**src/rtl/sb_init_pkg.sv**
```systemverilog
// Shared definitions for the sideband init handshake: message codes, FSM
// state encodings and the timeout counter width helper.
package sb_init_pkg;

  localparam int unsigned MSG_NONE         = 0;
  localparam int unsigned MSG_OUT_OF_RESET = 1;
  localparam int unsigned MSG_DONE_REQ     = 2;
  localparam int unsigned MSG_DONE_RESP    = 3;

  typedef enum logic [2:0] {
    TX_IDLE       = 3'd0,
    TX_PATTERN    = 3'd1,
    TX_WAIT_DET   = 3'd2,
    TX_SEND_OOR   = 3'd3,
    TX_SEND_DREQ  = 3'd4,
    TX_WAIT_DRESP = 3'd5,
    TX_DONE       = 3'd6,
    TX_ERROR      = 3'd7
  } tx_state_t;

  typedef enum logic [2:0] {
    RX_IDLE       = 3'd0,
    RX_WAIT_OOR   = 3'd1,
    RX_WAIT_DREQ  = 3'd2,
    RX_SEND_DRESP = 3'd3,
    RX_DONE       = 3'd4
  } rx_state_t;

  function automatic int unsigned cnt_width(input int unsigned cycles);
    return (cycles < 2) ? 1 : $clog2(cycles);
  endfunction

endpackage

```
**src/rtl/sb_timeout_counter.sv**
```systemverilog
// Free-running wait timer: counts while enabled, flags expiry on its last
// count and wraps back to zero.
module sb_timeout_counter
  import sb_init_pkg::*;
#(
  parameter int unsigned TIMEOUT_CYCLES = 8000
) (
  input  logic i_clk,
  input  logic i_rst,
  input  logic i_clear,
  input  logic i_enable,
  output logic o_expired
);

  localparam int unsigned   CW   = cnt_width(TIMEOUT_CYCLES);
  localparam logic [CW-1:0] LAST = CW'(TIMEOUT_CYCLES - 1);

  logic [CW-1:0] r_count;
  logic          w_expired;

  assign w_expired = i_enable && !i_clear && (r_count == LAST);
  assign o_expired = w_expired;

  always_ff @(posedge i_clk or posedge i_rst) begin
    if (i_rst) begin
      r_count <= '0;
    end else if (i_clear || w_expired) begin
      r_count <= '0;
    end else if (i_enable) begin
      r_count <= r_count + 1'b1;
    end
  end

endmodule

```
**src/rtl/sbinit_handshake_engine.sv**
```systemverilog
// SBINIT handshake: TX FSM drives pattern and OOR/DONE_REQ, RX FSM answers the
// partner's DONE_REQ; both share one message issue slot paced by SB busy.
module sbinit_handshake_engine
  import sb_init_pkg::*;
#(
  parameter int unsigned SB_MSG_WIDTH   = 4,
  parameter int unsigned TIMEOUT_CYCLES = 8000,
  parameter int unsigned MAX_RETRY      = 3
) (
  input  logic                    i_clk,
  input  logic                    i_rst,
  input  logic                    i_sbinit_en,
  input  logic                    i_start_pattern_done,
  input  logic                    i_pattern_detected,
  input  logic                    i_sb_busy,
  input  logic [SB_MSG_WIDTH-1:0] i_decoded_sb_msg,
  input  logic                    i_msg_valid,
  output logic                    o_start_pattern_req,
  output logic [SB_MSG_WIDTH-1:0] o_encoded_sb_msg,
  output logic                    o_tx_msg_valid,
  output logic                    o_sbinit_end,
  output logic                    o_sbinit_error
);

  localparam logic [SB_MSG_WIDTH-1:0] C_NONE  = SB_MSG_WIDTH'(MSG_NONE);
  localparam logic [SB_MSG_WIDTH-1:0] C_OOR   = SB_MSG_WIDTH'(MSG_OUT_OF_RESET);
  localparam logic [SB_MSG_WIDTH-1:0] C_DREQ  = SB_MSG_WIDTH'(MSG_DONE_REQ);
  localparam logic [SB_MSG_WIDTH-1:0] C_DRESP = SB_MSG_WIDTH'(MSG_DONE_RESP);
  localparam int unsigned             RW      = (MAX_RETRY < 1) ? 1 : $clog2(MAX_RETRY + 1);
  localparam logic [RW-1:0]           C_MAXR  = RW'(MAX_RETRY);

  tx_state_t r_tx_state, w_tx_next;
  rx_state_t r_rx_state, w_rx_next;

  logic [RW-1:0]           r_det_retry, r_dreq_retry;
  logic                    r_det_latched, r_dresp_latched, r_busy_q;
  logic                    r_wait_fall, r_owner_rx, r_tx_issued, r_rx_issued;
  logic                    w_busy_fall, w_tx_fall, w_rx_fall;
  logic                    w_msg_oor, w_msg_dreq, w_msg_dresp;
  logic                    w_tx_req, w_rx_req, w_issue, w_in_wait, w_expired;
  logic [SB_MSG_WIDTH-1:0] w_issue_code;

  assign w_msg_oor   = i_msg_valid && (i_decoded_sb_msg == C_OOR);
  assign w_msg_dreq  = i_msg_valid && (i_decoded_sb_msg == C_DREQ);
  assign w_msg_dresp = i_msg_valid && (i_decoded_sb_msg == C_DRESP);

  // Only a fall that follows our own issue advances the issuing FSM.
  assign w_busy_fall = r_busy_q && !i_sb_busy;
  assign w_tx_fall   = w_busy_fall && r_wait_fall && !r_owner_rx;
  assign w_rx_fall   = w_busy_fall && r_wait_fall && r_owner_rx;

  assign w_tx_req = ((r_tx_state == TX_SEND_OOR) || (r_tx_state == TX_SEND_DREQ)) && !r_tx_issued;
  assign w_rx_req = (r_rx_state == RX_SEND_DRESP) && !r_rx_issued && (r_tx_state != TX_ERROR);
  assign w_issue  = i_sbinit_en && (w_tx_req || w_rx_req) && !i_sb_busy && !r_wait_fall;

  assign w_issue_code = w_rx_req                    ? C_DRESP :
                        (r_tx_state == TX_SEND_OOR) ? C_OOR   : C_DREQ;

  assign w_in_wait = (r_tx_state == TX_WAIT_DET) || (r_tx_state == TX_WAIT_DRESP);

  sb_timeout_counter #(
    .TIMEOUT_CYCLES(TIMEOUT_CYCLES)
  ) u_timeout (
    .i_clk    (i_clk),
    .i_rst    (i_rst),
    .i_clear  (!w_in_wait || !i_sbinit_en),
    .i_enable (w_in_wait),
    .o_expired(w_expired)
  );

  always_comb begin
    w_tx_next = r_tx_state;
    if (!i_sbinit_en) begin
      w_tx_next = TX_IDLE;
    end else begin
      case (r_tx_state)
        TX_IDLE:       w_tx_next = TX_PATTERN;
        TX_PATTERN:    if (i_start_pattern_done) w_tx_next = TX_WAIT_DET;
        TX_WAIT_DET: begin
          if (i_pattern_detected || r_det_latched) w_tx_next = TX_SEND_OOR;
          else if (w_expired) w_tx_next = (r_det_retry == C_MAXR) ? TX_ERROR : TX_PATTERN;
        end
        TX_SEND_OOR:   if (w_tx_fall) w_tx_next = TX_SEND_DREQ;
        TX_SEND_DREQ:  if (w_tx_fall) w_tx_next = TX_WAIT_DRESP;
        TX_WAIT_DRESP: begin
          if (w_msg_dresp || r_dresp_latched) w_tx_next = TX_DONE;
          else if (w_expired) w_tx_next = (r_dreq_retry == C_MAXR) ? TX_ERROR : TX_SEND_DREQ;
        end
        default: ;
      endcase
    end
  end

  always_comb begin
    w_rx_next = r_rx_state;
    if (!i_sbinit_en) begin
      w_rx_next = RX_IDLE;
    end else begin
      case (r_rx_state)
        RX_IDLE:     w_rx_next = RX_WAIT_OOR;
        RX_WAIT_OOR: begin
          if (w_msg_dreq) w_rx_next = RX_SEND_DRESP;
          else if (w_msg_oor) w_rx_next = RX_WAIT_DREQ;
        end
        RX_WAIT_DREQ:  if (w_msg_dreq) w_rx_next = RX_SEND_DRESP;
        RX_SEND_DRESP: if (w_rx_fall) w_rx_next = RX_DONE;
        default: ;
      endcase
    end
  end

  always_ff @(posedge i_clk or posedge i_rst) begin
    if (i_rst) begin
      r_busy_q <= 1'b0;
    end else begin
      r_busy_q <= i_sb_busy;
    end
  end

  always_ff @(posedge i_clk or posedge i_rst) begin
    if (i_rst) begin
      r_tx_state          <= TX_IDLE;
      r_rx_state          <= RX_IDLE;
      r_det_retry         <= '0;
      r_dreq_retry        <= '0;
      r_det_latched       <= 1'b0;
      r_dresp_latched     <= 1'b0;
      r_wait_fall         <= 1'b0;
      r_owner_rx          <= 1'b0;
      r_tx_issued         <= 1'b0;
      r_rx_issued         <= 1'b0;
      o_start_pattern_req <= 1'b0;
      o_encoded_sb_msg    <= C_NONE;
      o_tx_msg_valid      <= 1'b0;
      o_sbinit_end        <= 1'b0;
      o_sbinit_error      <= 1'b0;
    end else begin
      r_tx_state <= w_tx_next;
      r_rx_state <= w_rx_next;
      if (!i_sbinit_en) begin
        r_det_retry     <= '0;
        r_dreq_retry    <= '0;
        r_det_latched   <= 1'b0;
        r_dresp_latched <= 1'b0;
        r_wait_fall     <= 1'b0;
        r_owner_rx      <= 1'b0;
        r_tx_issued     <= 1'b0;
        r_rx_issued     <= 1'b0;
      end else begin
        // A detection seen while still sending the pattern is held for WAIT_DET.
        if ((r_tx_state == TX_PATTERN) && i_pattern_detected) r_det_latched <= 1'b1;
        else if (r_tx_state == TX_WAIT_DET) r_det_latched <= 1'b0;
        if ((r_tx_state == TX_WAIT_DET) && (w_tx_next == TX_PATTERN))
          r_det_retry <= r_det_retry + 1'b1;
        if ((r_tx_state == TX_WAIT_DRESP) && (w_tx_next == TX_SEND_DREQ))
          r_dreq_retry <= r_dreq_retry + 1'b1;
        if (((r_tx_state == TX_SEND_DREQ) || (r_tx_state == TX_WAIT_DRESP)) && w_msg_dresp)
          r_dresp_latched <= 1'b1;
        if (w_issue) begin
          r_wait_fall <= 1'b1;
          r_owner_rx  <= w_rx_req;
          if (w_rx_req) r_rx_issued <= 1'b1;
          else          r_tx_issued <= 1'b1;
        end else if (w_busy_fall && r_wait_fall) begin
          r_wait_fall <= 1'b0;
          if (r_owner_rx) r_rx_issued <= 1'b0;
          else            r_tx_issued <= 1'b0;
        end
      end
      o_start_pattern_req <= (w_tx_next == TX_PATTERN);
      o_tx_msg_valid      <= w_issue;
      o_encoded_sb_msg    <= w_issue ? w_issue_code : C_NONE;
      o_sbinit_end        <= (w_tx_next == TX_DONE) && (w_rx_next == RX_DONE);
      o_sbinit_error      <= (w_tx_next == TX_ERROR);
    end
  end

endmodule

```
**config.mk**
```make
export PLATFORM = sky130hd
export DESIGN_NAME = sbinit_handshake_engine
export DESIGN_NICKNAME = d
export VERILOG_FILES = /design/src/rtl/sb_init_pkg.sv /design/src/rtl/sb_timeout_counter.sv /design/src/rtl/sbinit_handshake_engine.sv
export SDC_FILE = /design/constraint.sdc
export NUM_CORES = 1
export LEC_CHECK = 0
export ABC_CLOCK_PERIOD_IN_PS = 2300
export CAP_MARGIN = 30
export CORE_MARGIN = 2
export CORE_UTILIZATION = 31
export CTS_CLUSTER_SIZE = 25
export DETAILED_ROUTE_END_ITERATION = 8
export HOLD_SLACK_MARGIN = 0.02
export SLEW_MARGIN = 20
export SYNTH_ARGS = -nofsm -noshare
export SYNTH_HDL_FRONTEND = slang
export SYNTH_SLANG_ARGS = --single-unit
```
**constraint.sdc**
```tcl
create_clock -name i_clk -period 2.3 [get_ports i_clk]
set_input_delay 0.23 -clock i_clk [delete_from_list [all_inputs] [get_ports i_clk]]
set_output_delay 0.23 -clock i_clk [all_outputs]
set_load 0.05 [all_outputs]
```
# --- After elaboration in Yosys (flattened, before gate mapping) ---
# Cells that the tools add are included.
word_totals:
  ff_bits: 36
  inputBits: 11
  out_inout_bits: 8
  elab_cells: 137
classes:
  addsub: 3
  n_eq_ne: 30
  n_mux: 46
  n_reduce_logical: 41
ops:
  columns: ["op", "count"]
  rows:
  - ["3-bit two-way mux", 14]
  - ["13-bit two-way mux", 2]
  - ["1-bit logical AND", 20]
  - ["1-bit two-way mux", 20]
  - ["3-bit == test, second input constant", 6]
  - ["3-bit case mux with 6 select lines", 1]
  - ["2-bit two-way mux", 8]
  - ["13-bit by 1-bit adder with 13-bit output, second input constant", 1]
  - ["13-bit == test, second input constant", 1]
  - ["3-bit by 2-bit == test with 1-bit output, second input constant", 4]
  - ["3-bit case mux with 4 select lines", 1]
  - ["3-bit by 1-bit == test with 1-bit output, second input constant", 3]
  - ["3-bit by 1-bit inequality test with 1-bit output, second input constant", 3]
  - ["3-bit inequality test, second input constant", 3]
  - ["4-bit by 2-bit == test with 1-bit output, second input constant", 2]
  - ["1-bit zero test", 8]
  - ["1-bit logical OR", 8]
  - ["2-bit by 1-bit inequality test with 1-bit output, second input constant", 4]
  - ["3-bit zero test", 2]
  - ["3-bit AND reduction", 2]
  - ["2-bit by 1-bit adder with 2-bit output, second input constant", 2]
  - ["2-bit == test, second input constant", 2]
  - ["4-bit by 1-bit == test with 1-bit output, second input constant", 1]
  - ["3-bit by 2-bit inequality test with 1-bit output, second input constant", 1]
  - ["2-bit nonzero test", 1]

# --- Depth between registers and ports, before layout ---
# Gate-level depths: netlist of run 1.
logic_depth:
  ltp_word: 15
  depth_mapped: 7
  ltp_nobuf: 6

# --- Modules after synthesis ---
# A second synthesis of run 1 with hierarchy kept.
hier_totals:
  cells_unflattened: 205
  hier_area_um2: 2055.7
modules_own_cells:
  columns: ["mod", "n_inst", "cells_per_inst", "area_each_um2"]
  rows:
  - ["sbinit_handshake_engine", 1, 137, 1315.0]
  - ["sb_timeout_counter", 1, 68, 740.7]

# --- Worst setup path after synthesis of run 1 ---
# No wires, ideal clock.
synth_timing:
  kind: "reg-to-reg"
  start: "register u_timeout.r_count[0]"
  end: "register o_sbinit_end"
  arrival_time_ns: 1.889
  t_required_ns: 2.204
  setup_slack_ns: 0.315
  path_stages_with_launch: 7
  path_buffers: 0
  synth_period_minus_slack_ns: 1.985
  cell_sequence: "dfrtp_1 > ha_1 > clkinv_1 > or4_4 > o41ai_2 > a21oi_1 > nor4_2"
synth_between:
  elab_chain_cells: 8
synth_rtl:
  columns: ["element", "line", "text"]
  rows:
  - ["start: declaration", "sb_timeout_counter.sv:18", "logic [CW-1:0] r_count;"]
  - ["start signal: assignment", "sb_timeout_counter.sv:30", "r_count <= r_count + 1'b1;"]
  - ["13-bit == test *", "sb_timeout_counter.sv:21", "assign w_expired = i_enable && !i_clear && (r_count == LAST);"]
  - ["1-bit logical AND *", "sb_timeout_counter.sv:21", null]
  - ["3-bit two-way mux, on equally long branches", "sbinit_handshake_engine.sv:87, sbinit_handshake_engine.sv:81", null]
  - ["3-bit two-way mux, on equally long branches", "sbinit_handshake_engine.sv:86, sbinit_handshake_engine.sv:80", null]
  - ["3-bit case mux with 6 select lines *", "sbinit_handshake_engine.sv:76", "case (r_tx_state)"]
  - ["3-bit two-way mux *", "sbinit_handshake_engine.sv:73", "if (!i_sbinit_en) begin"]
  - ["3-bit == test *", "sbinit_handshake_engine.sv:173", "o_sbinit_end <= (w_tx_next == TX_DONE) && (w_rx_next == RX_DONE);"]
  - ["1-bit logical AND *", "sbinit_handshake_engine.sv:173", null]
  - ["end signal: assignment", "sbinit_handshake_engine.sv:173", null]
  - ["end: declaration", "sbinit_handshake_engine.sv:21", "output logic o_sbinit_end,"]
# Every way passes the cells marked *; elsewhere a longest branch is shown, timed or not.
# A chain may end at the register's enable or synchronous reset.

# --- Worst setup path after layout of run 1 ---
# Ends and elaborated chain as after synthesis.

==> impl_metrics.py, run 1 <==
metrics = {
    "finish": {
        "layoutNonFillerInstCount": 313,
        "antenna-diode-count": 0,
        "syn_to_final_growth_pct": 19.0,
        "finish.net_count": 249,
        "fin_util_pct": 37.5,
        "final_layout_size_suffix_gt1_share_pct": 10.6,
    },
    "status": {
        "run_status": "finished clean",
    },
    "synth": {
        "synth.ff_latch_count": 36,
        "ys.flop_type": "dfrtp_1",
        "synth-seq-area-share_pct": 45.8,
        "post_synth.cell_area_avg_sq_um": 9.27,
        "ys_types": 46,
        "async_flop_share_pct": 100,
        "number_of_enable_type_register_cells_in_the_synthesized_netlist": 0,
        "synthesis.area_sq_um": 1970,
        "netlist_instances": 212,
        "synth-warning-count": 0,
    },
    "pwr": {
        "pwr_dens_nw_per_um2": 566,
        "power.ir.vdd_worst_uv": 262,
        "p_total_mw": 1.32,
        "leakage_nw": 0.945,
    },
    "sta": {
        "final.setup.tns_ps": 0,
        "period_minus_slack_ps": 2100,
        "setup_skew_ps": 9.37,
        "setup_repair_after_global_routing_missed_its_margin": "no",
        "finalHoldViolCount": 0,
        "fmax_mhz": 476,
        "tightestPinTransition_ps": 689,
        "maxSlewHeadroom_pct": 53.7,
        "drv_slew": 0,
        "timing.final.setup_violations": 0,
        "finalCritPeriodShare_pct": 91.3,
    },
    "floorplan": {
        "die_area_sq_um": 6990,
        "die_h_microns": 83.6,
        "ios": 19,
        "floorplan.initialDensity_pct": 31.5,
        "die_width_microns": 83.6,
        "fp.coreArea_sq_um": 6240,
        "row_count": 29,
    },
    "cts": {
        "cts_root_buf": "clkbuf_8",
        "cts_hold_buf": 0,
        "htreeDepth": 2,
        "clk_transition_reported_paths_ps": 70,
        "tritoncts": "done",
        "cts.sink_count": 36,
        "post-cts-setup-buffer-count": 0,
        "worstSkewPairLatency_ps": 290,
        "cts_buffers": 5,
        "ctsLongestPathBuffers": 2,
        "cts_resized": 0,
    },
    "setup_path": {
        "timing.critical_path.from": "u_timeout.r_count[0]$_DFFE_PP0P_",
        "critPathCaptureType": "flip-flop",
        "cp_data_arrival_time_ps": 2300,
        "r2r-start": "u_timeout.r_count[0]$_DFFE_PP0P_",
        "worstSetupStartpointType": "flip-flop",
        "required_ps": 2500,
        "critical_path.max_fanout": 5,
        "critical_path_class": "reg -> reg",
    },
    "worst_hold_path": {
        "hold_path.class": "in -> async",
    },
    "detailed_routing": {
        "detail-route-antenna-nets": 0,
        "post_drt_wl_per_cell_microns": 12.9,
        "detail_route.wirelength_microns": 4050,
        "detail_route.iter0.violations": 76,
        "routed-via-count": 1596,
        "drt-pass1-iter-count": 4,
        "routed_via_density": 5.10,
        "drcViolationCount": 0,
    },
    "placed_design": {
        "placed_cells_incl_taps": 305,
        "finalWeightedCongestion": 0.742,
        "place.port_buffers": 16,
        "dp.final_hpwl_microns": 2850,
    },
    "global_route": {
        "grt_pass1_wl_microns": 7160,
        "grt_util_all_layers_pct": 12.4,
        "maximum_number_of_pins_on_one_net_before_global_route_repair": 37,
        "leftover_overflow_at_the_end_of_global_routing": 0,
        "grt_antenna_before_repair": 0,
        "grt_pass1_vias": 1538,
    },
    "flow_run": {
        "maxCapViolCount": 0,
    },
}
## registers in the layout (all words and copies together), names as in the netlist
signal	count
u_timeout.r_count	13
r_rx_state	3
r_tx_state	3
o_encoded_sb_msg	2
r_det_retry	2
r_dreq_retry	2
o_sbinit_end	1
o_sbinit_error	1
o_start_pattern_req	1
o_tx_msg_valid	1
r_busy_q	1
r_det_latched	1
r_dresp_latched	1
r_owner_rx	1
r_rx_issued	1
r_tx_issued	1
r_wait_fall	1
## area by class of cell
type / count / area (sq um)
clock buffers: 7 / 86.3
clock inverters: 1 / 7.51
fillers: 614 / 3900
inverters: 10 / 37.5
multi-input cells: 158 / 991
flip-flops and latches: 36 / 901
well taps: 77 / 96.3
repair buffers: 24 / 220
## report_power, final
part | switching, mW | internal (mW) | leakage (nW) | total, mW
Clock | 0.229 | 0.243 | 0.0445 | 0.472
Sequential | 0.0236 | 0.649 | 0.494 | 0.672
Combinational | 0.110 | 0.0704 | 0.406 | 0.180
Total | 0.362 | 0.963 | 0.945 | 1.32
## critical path, stage by stage, from the launching register on
cell	delay, ps
dfrtp_1	410
ha_2	230
clkinv_1	110
or4_4	580
o41ai_2	280
a21oi_1	170
nor4_2	230
## routing by layer
metal	routed length, microns	vias to the layer above	share of wire, %	GRT usage [%]
met5	0	-	0	0
met4	69	0	1.7	4.40
met3	107	5	2.6	2.67
met2	1790	24	44	19.6
met1	2080	774	51	17.0
li1	-	793	-	-
## worst paths after layout
path                       slack (ps)  cells after the start                          endpoint
max                               200                      6            o_sbinit_end$_DFF_PP0_
min                               350                      3           r_tx_issued$_DFFE_PP0P_
max reg2reg                       200                      6            o_sbinit_end$_DFF_PP0_
min reg2reg                       510                      1  u_timeout.r_count[0]$_DFFE_PP0P_
max in group asynchronous        1610                      3           r_tx_state[1]$_DFF_PP0_
min in group i_clk                460                      1                r_busy_q$_DFF_PP0_
## cell usage after synthesis (3+ instances only)
master,number,area share [%]
and3_1,4,1.3
nor3b_1,3,1.1
nor2_1,33,6.3
a21oi_1,12,3.1
xnor2_1,7,3.1
nand4bb_1,5,2.9
ha_1,3,1.9
o21ai_0,7,1.8
xor2_1,6,2.7
nand2_1,14,2.7
dfrtp_1,36,46
o31ai_1,6,2.3
inv_1,8,1.5
nand3b_1,4,1.5
clkbuf_1,6,1.1
nor3_1,5,1.3
a31oi_1,4,1.3
nand3_1,13,3.3
## stage by stage
step / area, sq um / setup slack (ps) / hold slack, ps
2_1_floorplan: 1970 / 315 / 261
6_report: 2340 / 199 / 352
5_1_grt: 2340 / 13.2 / 399
3_3_place_gp: 2240 / 231 / 486
4_1_cts: 2340 / 169 / 374
3_5_place_dp: 2240 / 191 / 499
## placed cells by master, fill, tap and decap left out, types with 6 or more instances in the layout
master / n
o21ai_0: 7
nor2_1: 33
buf_4: 8
dfrtp_1: 36
xnor2_1: 7
clkdlybuf4s50_1: 16
a21oi_1: 12
xor2_1: 6
o31ai_1: 6
nand2_1: 14
inv_1: 8
clkbuf_8: 6
nand3_1: 13
## cells by family after synthesis
group | count (synthesis) | share of synthesized area, %
mux | 2 | 1.02
other cells | 1 | 0.191
fa+ha+maj | 3 | 1.91
simple gates | 99 | 28.1
xor+xnor | 13 | 5.79
flops | 36 | 45.8
buf+inv | 19 | 4.07
compound gates | 39 | 13.0
Note: power is estimated with default switching activity, not from simulation.
==> inputs of run 2 (changes only) <==
--- a/config.mk
+++ b/config.mk
@@ -6,7 +6,7 @@
 export NUM_CORES = 1
 export LEC_CHECK = 0
 export ABC_CLOCK_PERIOD_IN_PS = 2300
-export CAP_MARGIN = 30
+export CAP_MARGIN = 25
 export CORE_MARGIN = 2
 export CORE_UTILIZATION = 31
 export CTS_CLUSTER_SIZE = 25
==> results of run 2 <==
No change in the layout: final DEF, timing and power equal those of run 1.
==> inputs of run 3 (changes only) <==
--- a/config.mk
+++ b/config.mk
@@ -5,7 +5,7 @@
 export SDC_FILE = /design/constraint.sdc
 export NUM_CORES = 1
 export LEC_CHECK = 0
-export ABC_CLOCK_PERIOD_IN_PS = 2300
+export ABC_CLOCK_PERIOD_IN_PS = 2040
 export CAP_MARGIN = 25
 export CORE_MARGIN = 2
 export CORE_UTILIZATION = 31
==> constraint.sdc (replaced) <==
create_clock -name i_clk -period 2.04 [get_ports i_clk]
set_input_delay 0.204 -clock i_clk [delete_from_list [all_inputs] [get_ports i_clk]]
set_output_delay 0.204 -clock i_clk [all_outputs]
set_load 0.05 [all_outputs]
==> impl_metrics.py, run 3 (synthesis results as in run 1) <==
metrics = {
    "finish": {
        "layout_common_cells": "dfrtp_1 (35), nor2_1 (33), buf_4 (19)",
        "multiInputGateArea_sq_um": 1000,
        "layout.filler_cells": 647,
        "max_ffs_per_register": 13,
        "top_register": "u_timeout.r_count",
        "finish.net_count": 260,
        "antenna-diode-count": 0,
        "layoutNonFillerInstCount": 323,
        "layout.cells.most_common": "dfrtp_1",
        "final_layout_size_suffix_gt1_share_pct": 15.0,
        "regArea_sq_um": 902,
        "syn_to_final_growth_pct": 24.1,
        "largest_registers_ranked_by_flip_flop_count": "u_timeout.r_count x13, r_rx_state x3, r_tx_state x3",
    },
    "sta": {
        "finalCritPeriodShare_pct": 95.4,
        "timing.final.setup_violations": 0,
        "finalHoldViolCount": 0,
        "drv_slew": 0,
        "period_minus_slack_ps": 1950,
        "fmax_mhz": 514,
        "worst_slack_ps": 92.9,
        "setup_skew_ps": 6.39,
        "final.setup.tns_ps": 0,
    },
    "detailed_routing": {
        "routed-via-count": 1602,
        "post_drt_wl_per_cell_microns": 12.4,
        "detail-route-antenna-nets": 0,
        "detail_route.iter0.violations": 74,
        "detail_route.wirelength_microns": 4020,
        "drcViolationCount": 0,
        "routed_via_density": 4.96,
        "drt-pass1-iter-count": 4,
    },
    "global_route": {
        "leftover_overflow_at_the_end_of_global_routing": 0,
        "grt_antenna_before_repair": 0,
        "grt_pass1_wl_microns": 7090,
        "grt_util_all_layers_pct": 12.4,
        "grt_pass1_vias": 1547,
        "maximum_number_of_pins_on_one_net_before_global_route_repair": 37,
    },
    "setup_path": {
        "critical_path_class": "reg -> reg",
        "critical_path.max_fanout": 4,
        "worstSetupStartpointType": "flip-flop",
        "critical-path-slowest-cell": "or4_4",
        "required_ps": 2230,
        "crit_path_max_incr_delay_ps": 570,
        "cp_data_arrival_time_ps": 2130,
        "critPathCaptureType": "flip-flop",
        "crit_path_cell_trace": "ha_1 > clkinv_1 > or4_4 > o41ai_4 > a21oi_2 > nor4_2",
    },
    "placed_design": {
        "finalWeightedCongestion": 0.770,
        "place.port_buffers": 16,
        "dp.final_hpwl_microns": 3000,
        "placed_cells_incl_taps": 316,
        "post-place-ws_ps": 36.8,
    },
    "floorplan": {
        "floorplan.initialDensity_pct": 31.5,
        "row_count": 29,
        "die_width_microns": 83.6,
        "fp.coreArea_sq_um": 6240,
        "ios": 19,
        "die_h_microns": 83.6,
        "die_area_sq_um": 6990,
    },
    "cts": {
        "cts.sink_count": 36,
        "cts_root_buf": "clkbuf_8",
        "ctsLongestPathBuffers": 2,
        "htreeDepth": 2,
        "cts_buffers": 5,
        "cts_hold_buf": 0,
        "worstSkewPairLatency_ps": 280,
        "tritoncts": "done",
        "clk_transition_reported_paths_ps": 70,
    },
    "worst_hold_path": {
        "hold_path.class": "in -> async",
    },
    "flow_run": {
        "maxCapViolCount": 0,
    },
    "pwr": {
        "pwr_dens_nw_per_um2": 617,
        "leakage_nw": 1.02,
        "p_total_mw": 1.50,
        "power.ir.vdd_worst_uv": 244,
    },
    "status": {
        "run_status": "finished clean",
    },
}
==> run 3: repair_timing <==
| action | CTS | global route |
|---|---|---|
| gates resized for setup | 0 | 3 |
| buffers inserted | 0 | 0 |
| endpoints found under the setup margin | 0 | 3 |
==> run 3: stage by stage <==
step	utilization [%]	instance area, sq um	hold slack [ps]
final	39.1	2440	328
after global routing	39.1	2440	381
after CTS	38.8	2420	353
after detailed placement	37.3	2330	510
after global placement	37.3	2330	509
after floorplan	-	1970	235
==> run 3: layout make-up <==
class                      count  share of cell area (%)
timing repair buffer          35                    12.4
tap                           77                    3.95
sequential                    36                    37.0
clock buffer                   7                    3.95
inverter                      10                    1.54
multi-input combinational    158                    41.1
==> run 3: worst paths after layout <==
check / slack [ps] / cells past startpoint / endpoint / startpoint
max: 90 / 6 / o_sbinit_end$_DFF_PP0_ / u_timeout.r_count[0]$_DFFE_PP0P_
min: 330 / 3 / r_tx_issued$_DFFE_PP0P_ / i_rst
max reg2reg: 90 / 6 / o_sbinit_end$_DFF_PP0_ / u_timeout.r_count[0]$_DFFE_PP0P_
min reg2reg: 520 / 2 / r_rx_issued$_DFFE_PP0P_ / r_rx_issued$_DFFE_PP0P_
max in group asynchronous: 1350 / 3 / r_tx_state[2]$_DFF_PP0_ / i_rst
min in group i_clk: 520 / 2 / r_rx_issued$_DFFE_PP0P_ / r_rx_issued$_DFFE_PP0P_
==> run 3: power by group <==
part           internal, mW  total [mW]  switching (mW)  leakage, nW
Sequential            0.732       0.756          0.0235        0.493
Clock                 0.301       0.534           0.233       0.0503
Combinational        0.0870       0.214           0.127        0.477
==> run 3: routing by layer <==
layer  global-route usage [%]  wire length (microns)  up-vias
met3                     3.07                    139        2
met2                     18.1                   1810       29
met1                     17.5                   2070      757
met4                     5.13                      4        0
met5                        0                      0        -
li1                         -                      -      814
==> run 3: critical path, delay by kind of cell (launching register included) <==
family | cells | cell delay [ps]
buf+inv | 1 | 110
fa+ha+maj | 1 | 170
flops | 1 | 350
compound gates | 2 | 430
simple gates | 2 | 790
